===== src/rtl/io_pkg.sv =====
// Shared definitions for the I/O register bank.
//  - Register offsets are relative to the channel count R, so they are
//    provided as functions of R rather than fixed localparams.
//  - io_clog2 sizes the CPU address bus from the number of registers.
package io_pkg;

    // Smallest n such that 2**n >= value (returns 0 for value <= 1).
    function automatic int io_clog2(input int value);
        int bits;
        bits = 0;
        for (int span = 1; span < value; span = span * 2) begin
            bits = bits + 1;
        end
        return bits;
    endfunction

    function automatic int ofs_stat_out(input int r);
        return r;
    endfunction

    function automatic int ofs_stat_in(input int r);
        return r + 1;
    endfunction

    function automatic int ofs_ovr(input int r);
        return r + 2;
    endfunction

    function automatic int ofs_ien(input int r);
        return r + 3;
    endfunction

endpackage


===== src/rtl/io_channel.sv =====
// One bidirectional channel of the I/O register bank.
//  Output side: data register + valid toward the peripheral, overrun flag
//  set when the CPU writes while the previous value is still unconsumed.
//  Input side: data register + full flag, in_ready is simply ~in_full.
// Ports:
//  clk, rst      clock, asynchronous active-low reset
//  wr_sel        CPU write to this channel's DATA register this cycle
//  rd_clr        CPU read of this channel's DATA register this cycle
//  ovr_clr       write-1-to-clear strobe for the overrun bit
//  wdata         CPU write data
//  out_ready     peripheral accepts out_data when out_valid is high
//  in_valid      peripheral offers in_data
//  in_data       peripheral data
//  out_data      output register
//  out_valid     output register holds unconsumed data
//  in_q          input register (last captured value)
//  in_full       input register holds unread data
//  in_full_nxt   value in_full takes at the next edge (feeds irq)
//  ovr           overrun flag
module io_channel
    import io_pkg::*;
#(
    parameter int T = 8
) (
    input  logic         clk,
    input  logic         rst,
    input  logic         wr_sel,
    input  logic         rd_clr,
    input  logic         ovr_clr,
    input  logic [T-1:0] wdata,
    input  logic         out_ready,
    input  logic         in_valid,
    input  logic [T-1:0] in_data,
    output logic [T-1:0] out_data,
    output logic         out_valid,
    output logic [T-1:0] in_q,
    output logic         in_full,
    output logic         in_full_nxt,
    output logic         ovr
);

    logic load;
    logic drop;
    logic capture;
    logic out_valid_nxt;
    logic ovr_nxt;

    always_comb begin
        // A write is accepted if the slot is empty or is being drained this cycle.
        load          = wr_sel & (~out_valid | out_ready);
        drop          = wr_sel & out_valid & ~out_ready;
        capture       = in_valid & ~in_full;
        out_valid_nxt = load | (out_valid & ~out_ready);
        // Capture only happens while empty and rd_clr only matters while full,
        // so the two never compete.
        in_full_nxt   = capture | (in_full & ~rd_clr);
        // A new overrun in the same cycle beats the clear.
        ovr_nxt       = drop | (ovr & ~ovr_clr);
    end

    always_ff @(posedge clk or negedge rst) begin
        if (!rst) begin
            out_data  <= '0;
            out_valid <= 1'b0;
            in_q      <= '0;
            in_full   <= 1'b0;
            ovr       <= 1'b0;
        end else begin
            if (load) begin
                out_data <= wdata;
            end
            if (capture) begin
                in_q <= in_data;
            end
            out_valid <= out_valid_nxt;
            in_full   <= in_full_nxt;
            ovr       <= ovr_nxt;
        end
    end

endmodule


===== src/rtl/io_reg_bank.sv =====
// CPU-addressable bank of R bidirectional T-bit I/O channels.
//  Address map: 0..R-1 DATA[i], R STAT_OUT, R+1 STAT_IN, R+2 OVR (W1C),
//  R+3 IEN. Unmapped addresses read 0 and ignore writes.
//  Reads are registered: cpu_rdata/cpu_rvalid appear the cycle after
//  cpu_re and always reflect the register contents before any write in
//  the same cycle.
// Ports:
//  clk, rst                 clock, asynchronous active-low reset
//  cpu_we, cpu_re           single-cycle write/read strobes
//  cpu_addr, cpu_wdata      register address and write data
//  cpu_rdata, cpu_rvalid    registered read data and its valid
//  out_data/out_valid/out_ready   per-channel output handshake
//  in_data/in_valid/in_ready      per-channel input handshake
//  irq                      level interrupt, any enabled input full
module io_reg_bank
    import io_pkg::*;
#(
    parameter int R = 2,
    parameter int T = 8,
    parameter int A = io_clog2(R + 4)
) (
    input  logic           clk,
    input  logic           rst,
    input  logic           cpu_we,
    input  logic           cpu_re,
    input  logic [A-1:0]   cpu_addr,
    input  logic [T-1:0]   cpu_wdata,
    output logic [T-1:0]   cpu_rdata,
    output logic           cpu_rvalid,
    output logic [R*T-1:0] out_data,
    output logic [R-1:0]   out_valid,
    input  logic [R-1:0]   out_ready,
    input  logic [R*T-1:0] in_data,
    input  logic [R-1:0]   in_valid,
    output logic [R-1:0]   in_ready,
    output logic           irq
);

    localparam logic [A-1:0] ADDR_STAT_OUT = A'(ofs_stat_out(R));
    localparam logic [A-1:0] ADDR_STAT_IN  = A'(ofs_stat_in(R));
    localparam logic [A-1:0] ADDR_OVR      = A'(ofs_ovr(R));
    localparam logic [A-1:0] ADDR_IEN      = A'(ofs_ien(R));

    logic [R-1:0] wr_sel;
    logic [R-1:0] rd_clr;
    logic [R-1:0] ovr_clr;
    logic [R-1:0] in_full;
    logic [R-1:0] in_full_nxt;
    logic [R-1:0] ovr;
    logic [R-1:0] ien;
    logic [R-1:0] ien_nxt;
    logic [T-1:0] in_q [R];
    logic [T-1:0] rd_mux;

    for (genvar g = 0; g < R; g++) begin : g_ch
        localparam logic [A-1:0] ADDR_DATA = A'(g);

        assign wr_sel[g] = cpu_we & (cpu_addr == ADDR_DATA);
        assign rd_clr[g] = cpu_re & (cpu_addr == ADDR_DATA);

        io_channel #(
            .T(T)
        ) u_ch (
            .clk        (clk),
            .rst        (rst),
            .wr_sel     (wr_sel[g]),
            .rd_clr     (rd_clr[g]),
            .ovr_clr    (ovr_clr[g]),
            .wdata      (cpu_wdata),
            .out_ready  (out_ready[g]),
            .in_valid   (in_valid[g]),
            .in_data    (in_data[g*T +: T]),
            .out_data   (out_data[g*T +: T]),
            .out_valid  (out_valid[g]),
            .in_q       (in_q[g]),
            .in_full    (in_full[g]),
            .in_full_nxt(in_full_nxt[g]),
            .ovr        (ovr[g])
        );
    end

    assign in_ready = ~in_full;

    always_comb begin
        ovr_clr = '0;
        ien_nxt = ien;
        if (cpu_we && (cpu_addr == ADDR_OVR)) begin
            ovr_clr = cpu_wdata[R-1:0];
        end
        if (cpu_we && (cpu_addr == ADDR_IEN)) begin
            ien_nxt = cpu_wdata[R-1:0];
        end
    end

    // Read mux uses current register values, so a same-cycle write is not visible.
    always_comb begin
        rd_mux = '0;
        for (int i = 0; i < R; i++) begin
            if (cpu_addr == A'(i)) begin
                rd_mux = in_q[i];
            end
        end
        if (cpu_addr == ADDR_STAT_OUT) rd_mux = T'(out_valid);
        if (cpu_addr == ADDR_STAT_IN)  rd_mux = T'(in_full);
        if (cpu_addr == ADDR_OVR)      rd_mux = T'(ovr);
        if (cpu_addr == ADDR_IEN)      rd_mux = T'(ien);
    end

    always_ff @(posedge clk or negedge rst) begin
        if (!rst) begin
            cpu_rdata  <= '0;
            cpu_rvalid <= 1'b0;
            ien        <= '0;
            irq        <= 1'b0;
        end else begin
            cpu_rvalid <= cpu_re;
            if (cpu_re) begin
                cpu_rdata <= rd_mux;
            end
            ien <= ien_nxt;
            // Built from next-state values so irq tracks in_full/ien with no extra lag.
            irq <= |(in_full_nxt & ien_nxt);
        end
    end

endmodule


===== config.mk =====
export PLATFORM = sky130hd
export DESIGN_NAME = io_reg_bank
export DESIGN_NICKNAME = d
export VERILOG_FILES = /design/src/rtl/io_pkg.sv /design/src/rtl/io_channel.sv /design/src/rtl/io_reg_bank.sv
export SDC_FILE = /design/constraint.sdc
export NUM_CORES = 1
export LEC_CHECK = 0
export BUFFER_PORTS_ARGS = -buffer_cell sky130_fd_sc_hd__buf_4
export CAP_MARGIN = 20
export CORE_UTILIZATION = 44
export CTS_CLUSTER_SIZE = 25
export DETAILED_ROUTE_END_ITERATION = 10
export PLACE_DENSITY = 0.7
export SLEW_MARGIN = 5
export SYNTH_ARGS = -nofsm -noshare
export SYNTH_HDL_FRONTEND = slang
export SYNTH_SLANG_ARGS = --single-unit

===== constraint.sdc =====
create_clock -name clk -period 2.3 [get_ports clk]
set_input_delay 0.46 -clock clk [delete_from_list [all_inputs] [get_ports clk]]
set_output_delay 0.46 -clock clk [all_outputs]
set_load 0.02 [all_outputs]

==> results.cfg, run 1 <==
[status]
status = complete, no violations

[clocking]
post-cts-setup-buffer-count = 0
clk_latency_ps = 300
numCtsBuffers = 5
clk_pin_slew_ps = 90
cts.sinks = 50
cts_hold_buffers = 0
cts_tree = built
clk_path_buf_depth = 2
cts_resized = 0
cts-root-buf = clkbuf_8
cts-htree-levels = 2

[run]
cap_viol_max_count = 0

[setup_path]
cp_max_fo = 5
crit_path_end_kind = register
crit_chain = nor2b_1 > buf_4 > mux2_2
cpPeakStageDelay_ps = 410
cp_data_required_time_ps = 2480
arrival_ps = 1630
cp_slowest_cell = dfrtp_1
crit_buf_inv = 1
crit_family = flip-flops
path_class = reg2reg
start_kind = register

[placed_design]
gp_congestion = 0.7479
dpl_cell_area_sq_um = 2678
hpwl_mm = 3.240
io_buffer_count = 64

[synthesis]
synth_adder_area_share = 0
synth_seq_cells = 50
synth_warnings = 0
synth_ff_type = dfrtp_1
synthMuxAreaShare = 0.2501
synth.net_count = 184
synth_common_cells = dfrtp_1, mux2_2, inv_1, mux2_4
synthArstFlopShare = 1.000
synth_simple_gate_area_share = 0.06833
synth-edff-count = 0
yosys-top-cells-area = dfrtp_1, mux2_2, mux2_4, mux2i_1, mux4_2
yosysUniqueCellTypes = 33
synth_cells = 149
synth.largest_area_cell = dfrtp_1
synth_area_sq_um = 2161
synth_compound_area_frac = 0.05617
synthXorXnorAreaFrac = 0
synth.most_common_cell = dfrtp_1
yosysTopAreaCellShare = 0.5790
synth_seq_area_share = 0.5790
syn_area_per_cell_sq_um = 14.50
synth_top_family_by_area = multiplexers

[power]
vdd_drop_max_uv = 522.7
leakagePower_nw = 1.347
power_density_nw_per_um2 = 902.1

[global_routing]
grt_pass1_vias = 1489
grt_pass1_wl_mm = 7.162
grt_max_degree = 51
track_usage = 0.1861
grt-ovfl-total = 0
antenna_found_initial = 0

[route]
drc_errors = 0
via_per_inst = 5.028
drtAntennaViolNets = 0
wirelength_mm = 4.458
vias = 1418
dr.pass1.iters = 4
first_iter_violations = 66
avgRoutedWirePerCell_um = 15.81

[final_layout]
fill_cells = 383
n_antenna_cell = 0
nets = 249
drive_gt1_frac = 0.5395
area_growth_pct = 28.14
post-route-util = 0.5862
fin_area_sq_um = 2769

[die]
fp.coreArea_sq_um = 4723
die_h_um = 72.08
dieWidth_um = 72.08
rows = 25
die_area_sq_um = 5196
io_pins = 65
initial_core_util = 0.4575

[timing]
tightestPinTransition_ps = 615.2
report.final.slew_viol_count = 0
period_share = 0.6275
relSlewSlack = 0.5899
hold_viol = 0
fmax_ghz = 0.6929
min_period_ps = 1443
setup_tns_ps = 0
rsz0062_at_grt = false
setup-violations-final = 0
clock_skew_ps = 6.846

[hold_path]
min_path_type = in2async
[metrics by stage]
stage	hold WS (ps)	power [mW]	instances	setup slack, ps
2_1_floorplan	164.4	1.690	149	853.9
3_3_place_gp	482.3	1.976	274	672.2
3_5_place_dp	485.5	2.013	274	597.8
4_1_cts	190.2	2.531	282	839.3
5_1_grt	210.8	2.644	282	774.5
6_report	176.9	2.498	282	856.8
[metal layers]
metal	vias up	global-route usage	part of all wire
li1	654	-	-
met1	704	0.2139	0.42
met2	53	0.3364	0.51
met3	7	0.05833	0.060
met4	0	0.04575	0.011
met5	-	0	0
[placed cells by master (no fill, tap or decap), types with 3 or more instances in the layout]
cell       n
buf_4     66
clkbuf_8   6
dfrtp_1   50
inv_1     10
mux2_2    28
mux2_4     8
mux2i_1    6
nor2_1     3
o22ai_1    6
[logic make-up after synthesis]
kind of cell,Yosys count
AOI/OAI and AO/OA,19
buffers and inverters,18
DFF,50
muxes,44
and+or+nand+nor,18
[flip-flops by register name, summed over array words and instances, names as in the netlist]
register and count:
g_ch.u_ch.in_full 2, ien 2, g_ch.u_ch.out_valid 2, cpu_rvalid 1, irq 1, g_ch.u_ch.ovr 2, g_ch.u_ch.out_data 16, cpu_rdata 8
g_ch.u_ch.in_q 16
[power by group]
part           total (mW)  internal [mW]  switching, mW
logic               0.758          0.416          0.342
registers            1.23           1.11          0.124
clock network       0.511          0.243          0.268
[final cells by class]
type                       instances  area, sq um  area share
clock inverter                     1        5.005    0.001807
timing repair buffer              66        495.5      0.1789
sequential                        50         1251      0.4519
tap                               67        83.83     0.03028
clock buffer                       7        86.33     0.03118
inverter                          10        37.54     0.01356
multi-input combinational         81        809.5      0.2924
[worst paths after layout]
kind / startpoint / endpoint / slack (ps) / depth (start not counted)
worst max register to register: g_ch[1].u_ch.in_full$_DFF_PN0_ / g_ch[1].u_ch.in_q[7]$_DFFE_PN0P_ / 860 / 3
max in group asynchronous: rst / g_ch[0].u_ch.out_data[2]$_DFFE_PN0P_ / 1710 / 1
worst min register to register: g_ch[1].u_ch.ovr$_DFF_PN0_ / g_ch[1].u_ch.ovr$_DFF_PN0_ / 500 / 2
min in group clk: cpu_re / cpu_rvalid$_DFF_PN0_ / 390 / 1
worst max-delay path: g_ch[1].u_ch.in_full$_DFF_PN0_ / g_ch[1].u_ch.in_q[7]$_DFFE_PN0P_ / 860 / 3
worst min-delay path: rst / cpu_rdata[5]$_DFFE_PN0P_ / 180 / 1
Note: power is estimated with default switching activity, not from simulation.
==> run 2, diff against run 1 <==
--- a/config.mk
+++ b/config.mk
@@ -10,7 +10,7 @@
 export CORE_UTILIZATION = 44
 export CTS_CLUSTER_SIZE = 25
 export DETAILED_ROUTE_END_ITERATION = 10
-export PLACE_DENSITY = 0.7
+export PLACE_DENSITY = 0.73
 export SLEW_MARGIN = 5
 export SYNTH_ARGS = -nofsm -noshare
 export SYNTH_HDL_FRONTEND = slang
==> constraint.sdc (replaced) <==
create_clock -name clk -period 1.3 [get_ports clk]
set_input_delay 0.26 -clock clk [delete_from_list [all_inputs] [get_ports clk]]
set_output_delay 0.26 -clock clk [all_outputs]
set_load 0.02 [all_outputs]
==> results.cfg, run 2 (synthesis gave the netlist of run 1 again) <==
[status]
status = complete, no violations

[timing]
setup_tns_ps = 0
fin_ws_ps = 50.15
clock_skew_ps = 5.799
period_share = 0.9614
hold_viol = 0
fmax_ghz = 0.8001
rsz0062_at_grt = true
report.final.slew_viol_count = 0
tightestPinTransition_ps = 304.1
min_period_ps = 1250
setup-violations-final = 0
relSlewSlack = 0.7967

[final_layout]
area_growth_pct = 35.09
instances_no_fill = 294
top_regs = g_ch.u_ch.in_q: 16 flops, g_ch.u_ch.out_data: 16 flops, cpu_rdata: 8 flops
nets = 261
n_antenna_cell = 0
final_cell_mix = buf_4, dfrtp_1, mux2_2, inv_1, mux2_4
final_common_cell = buf_4
post-route-util = 0.6180
drive_gt1_frac = 0.5727

[placed_design]
io_buffer_count = 64
pre_cts_slack_ps = -72.72
gp_congestion = 0.7924
dp.cells = 285
hpwl_mm = 3.214

[global_routing]
antenna_found_initial = 0
track_usage = 0.1731
grt_pass1_vias = 1429
grt-ovfl-total = 0
grt_max_degree = 29
grt_pass1_wl_mm = 6.858

[setup_path]
cp_data_required_time_ps = 1490
start_kind = register
crit_chain = mux4_2 > a22oi_1 > a21oi_1
crit_family = multiplexers
cpPeakStageDelay_ps = 460
crit_buf_inv = 0
crit_path_end_kind = register
cp_slowest_cell = mux4_2
cp_max_fo = 3
path_class = reg2reg
arrival_ps = 1440

[power]
total_power_mw = 4.626
vdd_drop_max_uv = 937.4
leakagePower_nw = 1.421
power_density_nw_per_um2 = 1585

[run]
cap_viol_max_count = 0

[clocking]
cts.sinks = 50
clk_path_buf_depth = 2
numCtsBuffers = 5
cts_tree = built
clk_pin_slew_ps = 90
cts-htree-levels = 2
clk_latency_ps = 300
cts-root-buf = clkbuf_8

[die]
io_pins = 65
initial_core_util = 0.4575
die_h_um = 72.08
rows = 25
dieWidth_um = 72.08
fp.coreArea_sq_um = 4723
die_area_sq_um = 5196

[hold_path]
min_path_type = in2reg

[route]
dr.pass1.iters = 4
via_per_inst = 4.881
wirelength_mm = 4.184
vias = 1435
drc_errors = 0
drtAntennaViolNets = 0
first_iter_violations = 42
avgRoutedWirePerCell_um = 14.23
## run 2: cell count changes in the layout (fill, tap and decap cells not counted), sizes merged
cell | previous run | this run
buf | 66 | 77
clkbuf | 7 | 5
bufinv | 0 | 1
dlygate4sd3 | 0 | 1
inv | 10 | 11
## run 2: metal layers
| layer | wire (um) | global-route usage |
|---|---|---|
| met2 | 2060 | 0.2897 |
| met1 | 1929 | 0.2313 |
| met3 | 194 | 0.04722 |
| met4 | 0 | 0.02614 |
| met5 | 0 | 0 |
## run 2: cell type report
type	count	area (sq um)
sequential	50	1251
multi-input combinational	81	823.3
timing repair buffer	78	608.1
clock inverter	3	43.79
fill	390	1804
tap	67	83.83
inverter	10	40.04
clock buffer	5	68.82
## run 2: path summary, 6_finish.rpt
check / start / end / slack [ps] / cells after the start
worst max-delay path: g_ch[1].u_ch.out_valid$_DFF_PN0_ / cpu_rdata[1]$_DFFE_PN0P_ / 50 / 3
worst min-delay path: in_data[1] / g_ch[0].u_ch.in_q[1]$_DFFE_PN0P_ / 190 / 2
worst max register to register: g_ch[1].u_ch.out_valid$_DFF_PN0_ / cpu_rdata[1]$_DFFE_PN0P_ / 50 / 3
worst min register to register: g_ch[1].u_ch.ovr$_DFF_PN0_ / g_ch[1].u_ch.ovr$_DFF_PN0_ / 490 / 2
max in group asynchronous: rst / g_ch[0].u_ch.out_data[1]$_DFFE_PN0P_ / 470 / 3
min in group asynchronous: rst / g_ch[1].u_ch.in_q[2]$_DFFE_PN0P_ / 380 / 2
## run 2: metrics by stage
step                      area [sq um]  hold WS [ps]
after detailed placement          2773         174.1
after global routing              2919         172.7
final                             2919         188.4
after floorplan                   2161        -35.59
after CTS                         2908         180.1
after global placement            2773         175.5
## run 2: timing repair
action,CTS,global route
setup buffers,0,0
hold endpoints to repair,22,0
hold buffers,1,0
gates cloned,0,0
setup endpoints to repair,9,2
resized for setup,3,3
pin swaps,0,1
## run 2: report_power, final
part | switching (mW) | leakage, nW | internal, mW | total [mW]
combinational | 0.598 | 0.761 | 0.767 | 1.37
sequential | 0.222 | 0.602 | 1.96 | 2.18
clock | 0.507 | 0.0585 | 0.577 | 1.08
